## config.mk

```make
export PLATFORM = sky130hd
export DESIGN_NAME = ipsxe_floating_point_lo_sub_carry_gen_v1_0
export DESIGN_NICKNAME = d
export VERILOG_FILES = /design/src/rtl/ipsxe_floating_point_lo_sub_pkg.sv /design/src/rtl/ipsxe_floating_point_chunk_sub_borrow_v1_0.sv /design/src/rtl/ipsxe_floating_point_lo_sub_carry_gen_v1_0.sv
export SDC_FILE = /design/constraint.sdc
export NUM_CORES = 1
export LEC_CHECK = 0
export CAP_MARGIN = 30
export CORE_MARGIN = 5
export CORE_UTILIZATION = 52
export CTS_CLUSTER_DIAMETER = 120
export DETAILED_ROUTE_END_ITERATION = 12
export PLACE_DENSITY = 0.81
export SYNTH_ARGS = -nofsm -noshare
export SYNTH_HDL_FRONTEND = slang
export SYNTH_SLANG_ARGS = --single-unit
```

## constraint.sdc

```tcl
create_clock -name i_clk -period 4.7 [get_ports i_clk]
set_input_delay 0.47 -clock i_clk [delete_from_list [all_inputs] [get_ports i_clk]]
set_output_delay 0.47 -clock i_clk [all_outputs]
set_load 0.05 [all_outputs]
```

## src/rtl/ipsxe_floating_point_lo_sub_pkg.sv

```systemverilog
// Shared types and elaboration helpers for the chunk-serial low-part subtractor.
package ipsxe_floating_point_lo_sub_pkg;

  typedef enum logic [1:0] {
    IDLE  = 2'd0,
    CALC  = 2'd1,
    FINAL = 2'd2,
    HOLD  = 2'd3
  } state_t;

  function automatic int nchunk(input int lo_width, input int chunk_w);
    return lo_width / chunk_w;
  endfunction

  // A single-chunk configuration still needs a 1-bit index register.
  function automatic int idx_width(input int n);
    return (n > 1) ? $clog2(n) : 1;
  endfunction

endpackage

```

## src/rtl/ipsxe_floating_point_chunk_sub_borrow_v1_0.sv

```systemverilog
// Combinational CHUNK_W-bit subtract with borrow-in and borrow-out.
module ipsxe_floating_point_chunk_sub_borrow_v1_0 #(
  parameter int CHUNK_W = 10
) (
  input  logic [CHUNK_W-1:0] a,
  input  logic [CHUNK_W-1:0] b,
  input  logic               borrow_in,
  output logic [CHUNK_W-1:0] diff,
  output logic               borrow_out
);

  logic [CHUNK_W:0] diff_full;

  // The extra top bit goes to 1 exactly when a - b - borrow_in is negative.
  assign diff_full  = {1'b0, a} - {1'b0, b} - {{CHUNK_W{1'b0}}, borrow_in};
  assign diff       = diff_full[CHUNK_W-1:0];
  assign borrow_out = diff_full[CHUNK_W];

endmodule

```

## src/rtl/ipsxe_floating_point_lo_sub_carry_gen_v1_0.sv

```systemverilog
// Chunk-serial a2_lo - a3y producing the low remainder and the signed carry
// field that the high-part adder sign-extends.
module ipsxe_floating_point_lo_sub_carry_gen_v1_0
  import ipsxe_floating_point_lo_sub_pkg::*;
#(
  parameter int LO_WIDTH = 40,
  parameter int CHUNK_W  = 10,
  parameter int CARRY_W  = 5
) (
  input  logic                          i_clk,
  input  logic                          i_rst,
  input  logic                          i_valid,
  output logic                          o_ready,
  input  logic [LO_WIDTH-1:0]           i_a2_lo,
  input  logic [LO_WIDTH+CARRY_W-2:0]   i_a3y,
  output logic                          o_valid,
  input  logic                          i_ready,
  output logic [LO_WIDTH-1:0]           o_lo,
  output logic [CARRY_W-1:0]            o_carry_hi
);

  localparam int NCHUNK = nchunk(LO_WIDTH, CHUNK_W);
  localparam int IDX_W  = idx_width(NCHUNK);
  localparam int A3Y_W  = LO_WIDTH + CARRY_W - 1;

  if ((LO_WIDTH % CHUNK_W) != 0 || CARRY_W < 2) begin : g_param_check
    $error("LO_WIDTH must be a multiple of CHUNK_W and CARRY_W must be >= 2");
  end

  state_t               state_q, state_d;
  logic [LO_WIDTH-1:0]  a2_sh;
  logic [A3Y_W-1:0]     a3y_sh;
  logic [LO_WIDTH-1:0]  lo_q;
  logic [CARRY_W-1:0]   carry_q;
  logic [CARRY_W-1:0]   carry_final;
  logic                 borrow_q;
  logic [IDX_W-1:0]     idx_q;
  logic [CHUNK_W-1:0]   chunk_diff;
  logic                 chunk_borrow;
  logic                 accept;
  logic                 last_chunk;

  assign accept     = (state_q == IDLE) && i_valid;
  assign last_chunk = (idx_q == IDX_W'(NCHUNK - 1));

  ipsxe_floating_point_chunk_sub_borrow_v1_0 #(
    .CHUNK_W (CHUNK_W)
  ) u_chunk_sub (
    .a          (a2_sh[CHUNK_W-1:0]),
    .b          (a3y_sh[CHUNK_W-1:0]),
    .borrow_in  (borrow_q),
    .diff       (chunk_diff),
    .borrow_out (chunk_borrow)
  );

  // After NCHUNK right shifts the top CARRY_W-1 bits of a3y sit at the bottom.
  assign carry_final = CARRY_W'(0) - {1'b0, a3y_sh[CARRY_W-2:0]}
                     - {{(CARRY_W-1){1'b0}}, borrow_q};

  // NOTE: every variable written here gets a default first, so no latch is inferred.
  always_comb begin
    state_d = state_q;
    case (state_q)
      IDLE:    if (i_valid)    state_d = CALC;
      CALC:    if (last_chunk) state_d = FINAL;
      FINAL:                   state_d = HOLD;
      HOLD:    if (i_ready)    state_d = IDLE;
      default:                 state_d = IDLE;
    endcase
  end

  // NOTE: state flops use non-blocking assignments so every flop samples pre-edge values.
  always_ff @(posedge i_clk) begin
    if (i_rst) begin
      state_q  <= IDLE;
      lo_q     <= '0;
      carry_q  <= '0;
      borrow_q <= 1'b0;
      idx_q    <= '0;
    end else begin
      state_q <= state_d;
      case (state_q)
        IDLE: if (i_valid) begin
          borrow_q <= 1'b0;
          idx_q    <= '0;
        end
        CALC: begin
          lo_q[int'(idx_q)*CHUNK_W +: CHUNK_W] <= chunk_diff;
          borrow_q <= chunk_borrow;
          idx_q    <= idx_q + IDX_W'(1);
        end
        FINAL:   carry_q <= carry_final;
        default: ;
      endcase
    end
  end

  // NOTE: operand shift registers are pure datapath, loaded on accept, so they carry no reset.
  always_ff @(posedge i_clk) begin
    if (accept) begin
      a2_sh  <= i_a2_lo;
      a3y_sh <= i_a3y;
    end else if (state_q == CALC) begin
      a2_sh  <= a2_sh >> CHUNK_W;
      a3y_sh <= a3y_sh >> CHUNK_W;
    end
  end

  assign o_ready    = (state_q == IDLE);
  assign o_valid    = (state_q == HOLD);
  assign o_lo       = lo_q;
  assign o_carry_hi = carry_q;

endmodule

```

==> results_dict.tcl <==
set metrics [dict create \
    drv_slew 0 \
    clk_latency_ns 0.43 \
    worstPathMaxFanout 7 \
    clock_power_share_pct 16.8 \
    drc 0 \
    postCtsSetupBuffers 0 \
    wl_met2_um 8700 \
    dp_cells 867 \
    ys_seq_elements 134 \
    yosysWarningCount 0 \
    rsz0062_at_grt "no" \
    critPathCaptureType "flop" \
    netlist_instances 581 \
    yosys.area_share.simple_pct 10.66 \
    async_flop_share_pct 0 \
    grt_pass1_vias 5185 \
    dieArea_um2 15180 \
    grt-ovfl-total 0 \
    hold_buffers 0 \
    synth_edf_count 84 \
    synth_common_cells "84 x edfxtp_1, 68 x mux2_2, 50 x dfxtp_1" \
    antennaDiodeCount 0 \
    crit_arrival_ns 4.17 \
    synth.distinct_cells 56 \
    yosysTopAreaCellShare_pct 37.84 \
    wl_met3_um 1414 \
    p_total_mw 7.611 \
    status "finished clean" \
    wl_met1_um 6648 \
    drt_first_pass_iters 6 \
    clock-sinks 134 \
    seq_power_share_pct 27.4 \
    final_cell_area_um2 8765 \
    final_nets 837 \
    viasPerCell 5.686 \
    yosysMostFrequentCell "edfxtp_1" \
    grt_pass1_wl_um 27080 \
    start_util_pct 52.83 \
    cts_tree "yes" \
    wl_per_cell_um 19.23 \
    maxSlewHeadroom_pct 35.75 \
    die_x_um 123.2 \
    h-tree-depth 4 \
    crit_path_top_delay_cell "mux4_2" \
    cap_viol_max_count 0 \
    worst_hold_slack_ns 0.4506 \
    synth_area_um2 6666 \
    num_vias 5106 \
    irDropWorstVdd_mv 0.5170 \
    ant_nets 0 \
    gp_congestion 0.9175 \
    crit_family "adder cells" \
    cp_num_buf_inv 1 \
    ctsRootBufferMaster "clkbuf_16" \
    hp-class "flop to flop" \
    drt_iter0_drc 447 \
    fin_setup_tns_ns 0 \
    fin_crit_ns 3.867 \
    place_hpwl_um 12680 \
    antenna_found_initial 0 \
    min_period_over_period_pct 82.27 \
    num_io_pins 135 \
    finClkSkew_ns 0.007983 \
    path_cells "fa_1, inv_1, ha_1, or2_2, fa_1, nand2b_1, a311o_1, a21oi_2, xnor2_1, mux4_2, a221oi_2, nor3_1" \
    synthTopCellsByArea "edfxtp_1 38%, dfxtp_1 15%, mux2_2 11%" \
    portBuffers 134 \
    p_leak_nw 3.308 \
    synth_ff_type "edfxtp_1" \
    p_int_mw 4.311 \
    crit_type "flop to flop" \
    grt_max_degree 59 \
    cts.repair.resized 0 \
    synth-compound-area-share_pct 11.26 \
    rows 41 \
    die_h_um 123.2 \
    synth_top_family_by_area "multiplexers" \
    synth.area.mux_share_pct 12.58 \
    power.share.switching_pct 43.36 \
    yosys.area.top_type "edfxtp_1" \
    cpMostUsedCell "fa_1" \
    drive_above_1_share_pct 15.84 \
    synth-xor-area-share_pct 1.971 \
    routed_wl_um 17270 \
    finalSetupViolCount 0 \
    synth.avg_cell_area_um2 11.47 \
    place_area_um2 8200 \
    syn_to_final_growth_pct 31.48 \
    track_usage_pct 23.73 \
    p_per_area_nw_per_um2 868.3 \
    synth_fp_nets 704 \
    yosys.area_share.adder_pct 6.794 \
    start_kind "flop" \
    final_hold_viol_count 0 \
    cts_buffers 17 \
    maxUsedRoutingLayer "met4" \
    cts_buffer_depth 2 \
    combPwrFrac_pct 55.8 \
    slowest_delay_ns 0.57 \
    clk_pin_slew_ns 0.06 \
    worstMarginPinSlew_ns 0.9637 \
    core-area_um2 12620 \
    switchingPower_mw 3.300 \
    yosysSeqAreaShare_pct 52.85 \
    fin_cells 898 \
    cp.required_ns 5.00 \
    fmax_ghz 0.2586 \
]
## logic make-up after synthesis
family          after synthesis
buf+inv                      69
flops                       134
fa+ha+maj                    35
simple gates                149
compound gates              105
xor+xnor                     15
mux                          74
## registers in the layout, indices dropped and copies added (netlist names)
signal      cells
o_lo           40
o_carry_hi      5
idx_q           2
a2_sh          40
state_q         2
borrow_q        1
a3y_sh         44
## cell type report
class / count / area [um2]
Clock inverter: 12 / 131.4
Fill cell: 936 / 3855
Inverter: 41 / 153.9
Sequential cell: 134 / 3523
Multi-Input combinational cell: 378 / 2894
Tap cell: 172 / 215.2
Clock buffer: 19 / 432.9
Timing Repair Buffer: 142 / 1414
## per-stage QoR
step                worst slack (ns)  util [%]
global route                  0.6867     69.45
CTS                           0.8491     69.45
finish                        0.8332     69.45
floorplan                     0.7242         -
global placement              0.9186     64.98
detailed placement            0.8408     64.98
## worst register-to-register path, cell delays in order (launching register included)
cell	delay [ns]
edfxtp_1	0.42
fa_1	0.56
inv_1	0.05
ha_1	0.18
or2_2	0.28
fa_1	0.40
nand2b_1	0.18
a311o_1	0.39
a21oi_2	0.16
xnor2_1	0.21
mux4_2	0.57
a221oi_2	0.26
nor3_1	0.07
## layout by cell type (no fill, tap or decap), drive strengths merged, types with 7 or more instances in the layout
| master | instances |
|---|---|
| dfxtp | 50 |
| buf | 8 |
| nor2 | 43 |
| nor3 | 18 |
| nand2b | 8 |
| and3 | 21 |
| xnor2 | 10 |
| clkbuf | 19 |
| a22oi | 10 |
| a221oi | 7 |
| clkdlybuf4s50 | 134 |
| nand2 | 35 |
| edfxtp | 84 |
| o21ai | 24 |
| ha | 33 |
| mux2 | 68 |
| inv | 42 |
| a21oi | 16 |
## layer usage
| metal | vias to the layer above | track usage (%) |
|---|---|---|
| li1 | 2394 | - |
| met3 | 35 | 8.280 |
| met4 | 0 | 9.689 |
| met5 | - | 0 |
| met2 | 239 | 40.71 |
| met1 | 2438 | 27.01 |
## power by group through the flow
| stage | sequential [mW] | clock, mW | combinational, mW |
|---|---|---|---|
| 6_report | 2.09 | 1.28 | 4.24 |
| 5_1_grt | 2.13 | 1.35 | 4.59 |
| 4_1_cts | 2.09 | 1.29 | 4.21 |
| 3_5_place_dp | 2.11 | 0 | 4.18 |
| 3_3_place_gp | 2.08 | 0 | 4.10 |
| 2_1_floorplan | 2.25 | 0 | 2.84 |
## worst paths after layout
| path | start | end | slack (ns) | cells past startpoint |
|---|---|---|---|---|
| max | a3y_sh[0]$_DFFE_PP_ | o_lo[8]$_SDFFE_PP0P_ | 0.83 | 12 |
| min | o_lo[39]$_SDFFE_PP0P_ | o_lo[39]$_SDFFE_PP0P_ | 0.45 | 2 |
| max reg2reg | a3y_sh[0]$_DFFE_PP_ | o_lo[8]$_SDFFE_PP0P_ | 0.83 | 12 |
| min reg2reg | o_lo[39]$_SDFFE_PP0P_ | o_lo[39]$_SDFFE_PP0P_ | 0.45 | 2 |
Power figures use the tool's default switching activity.
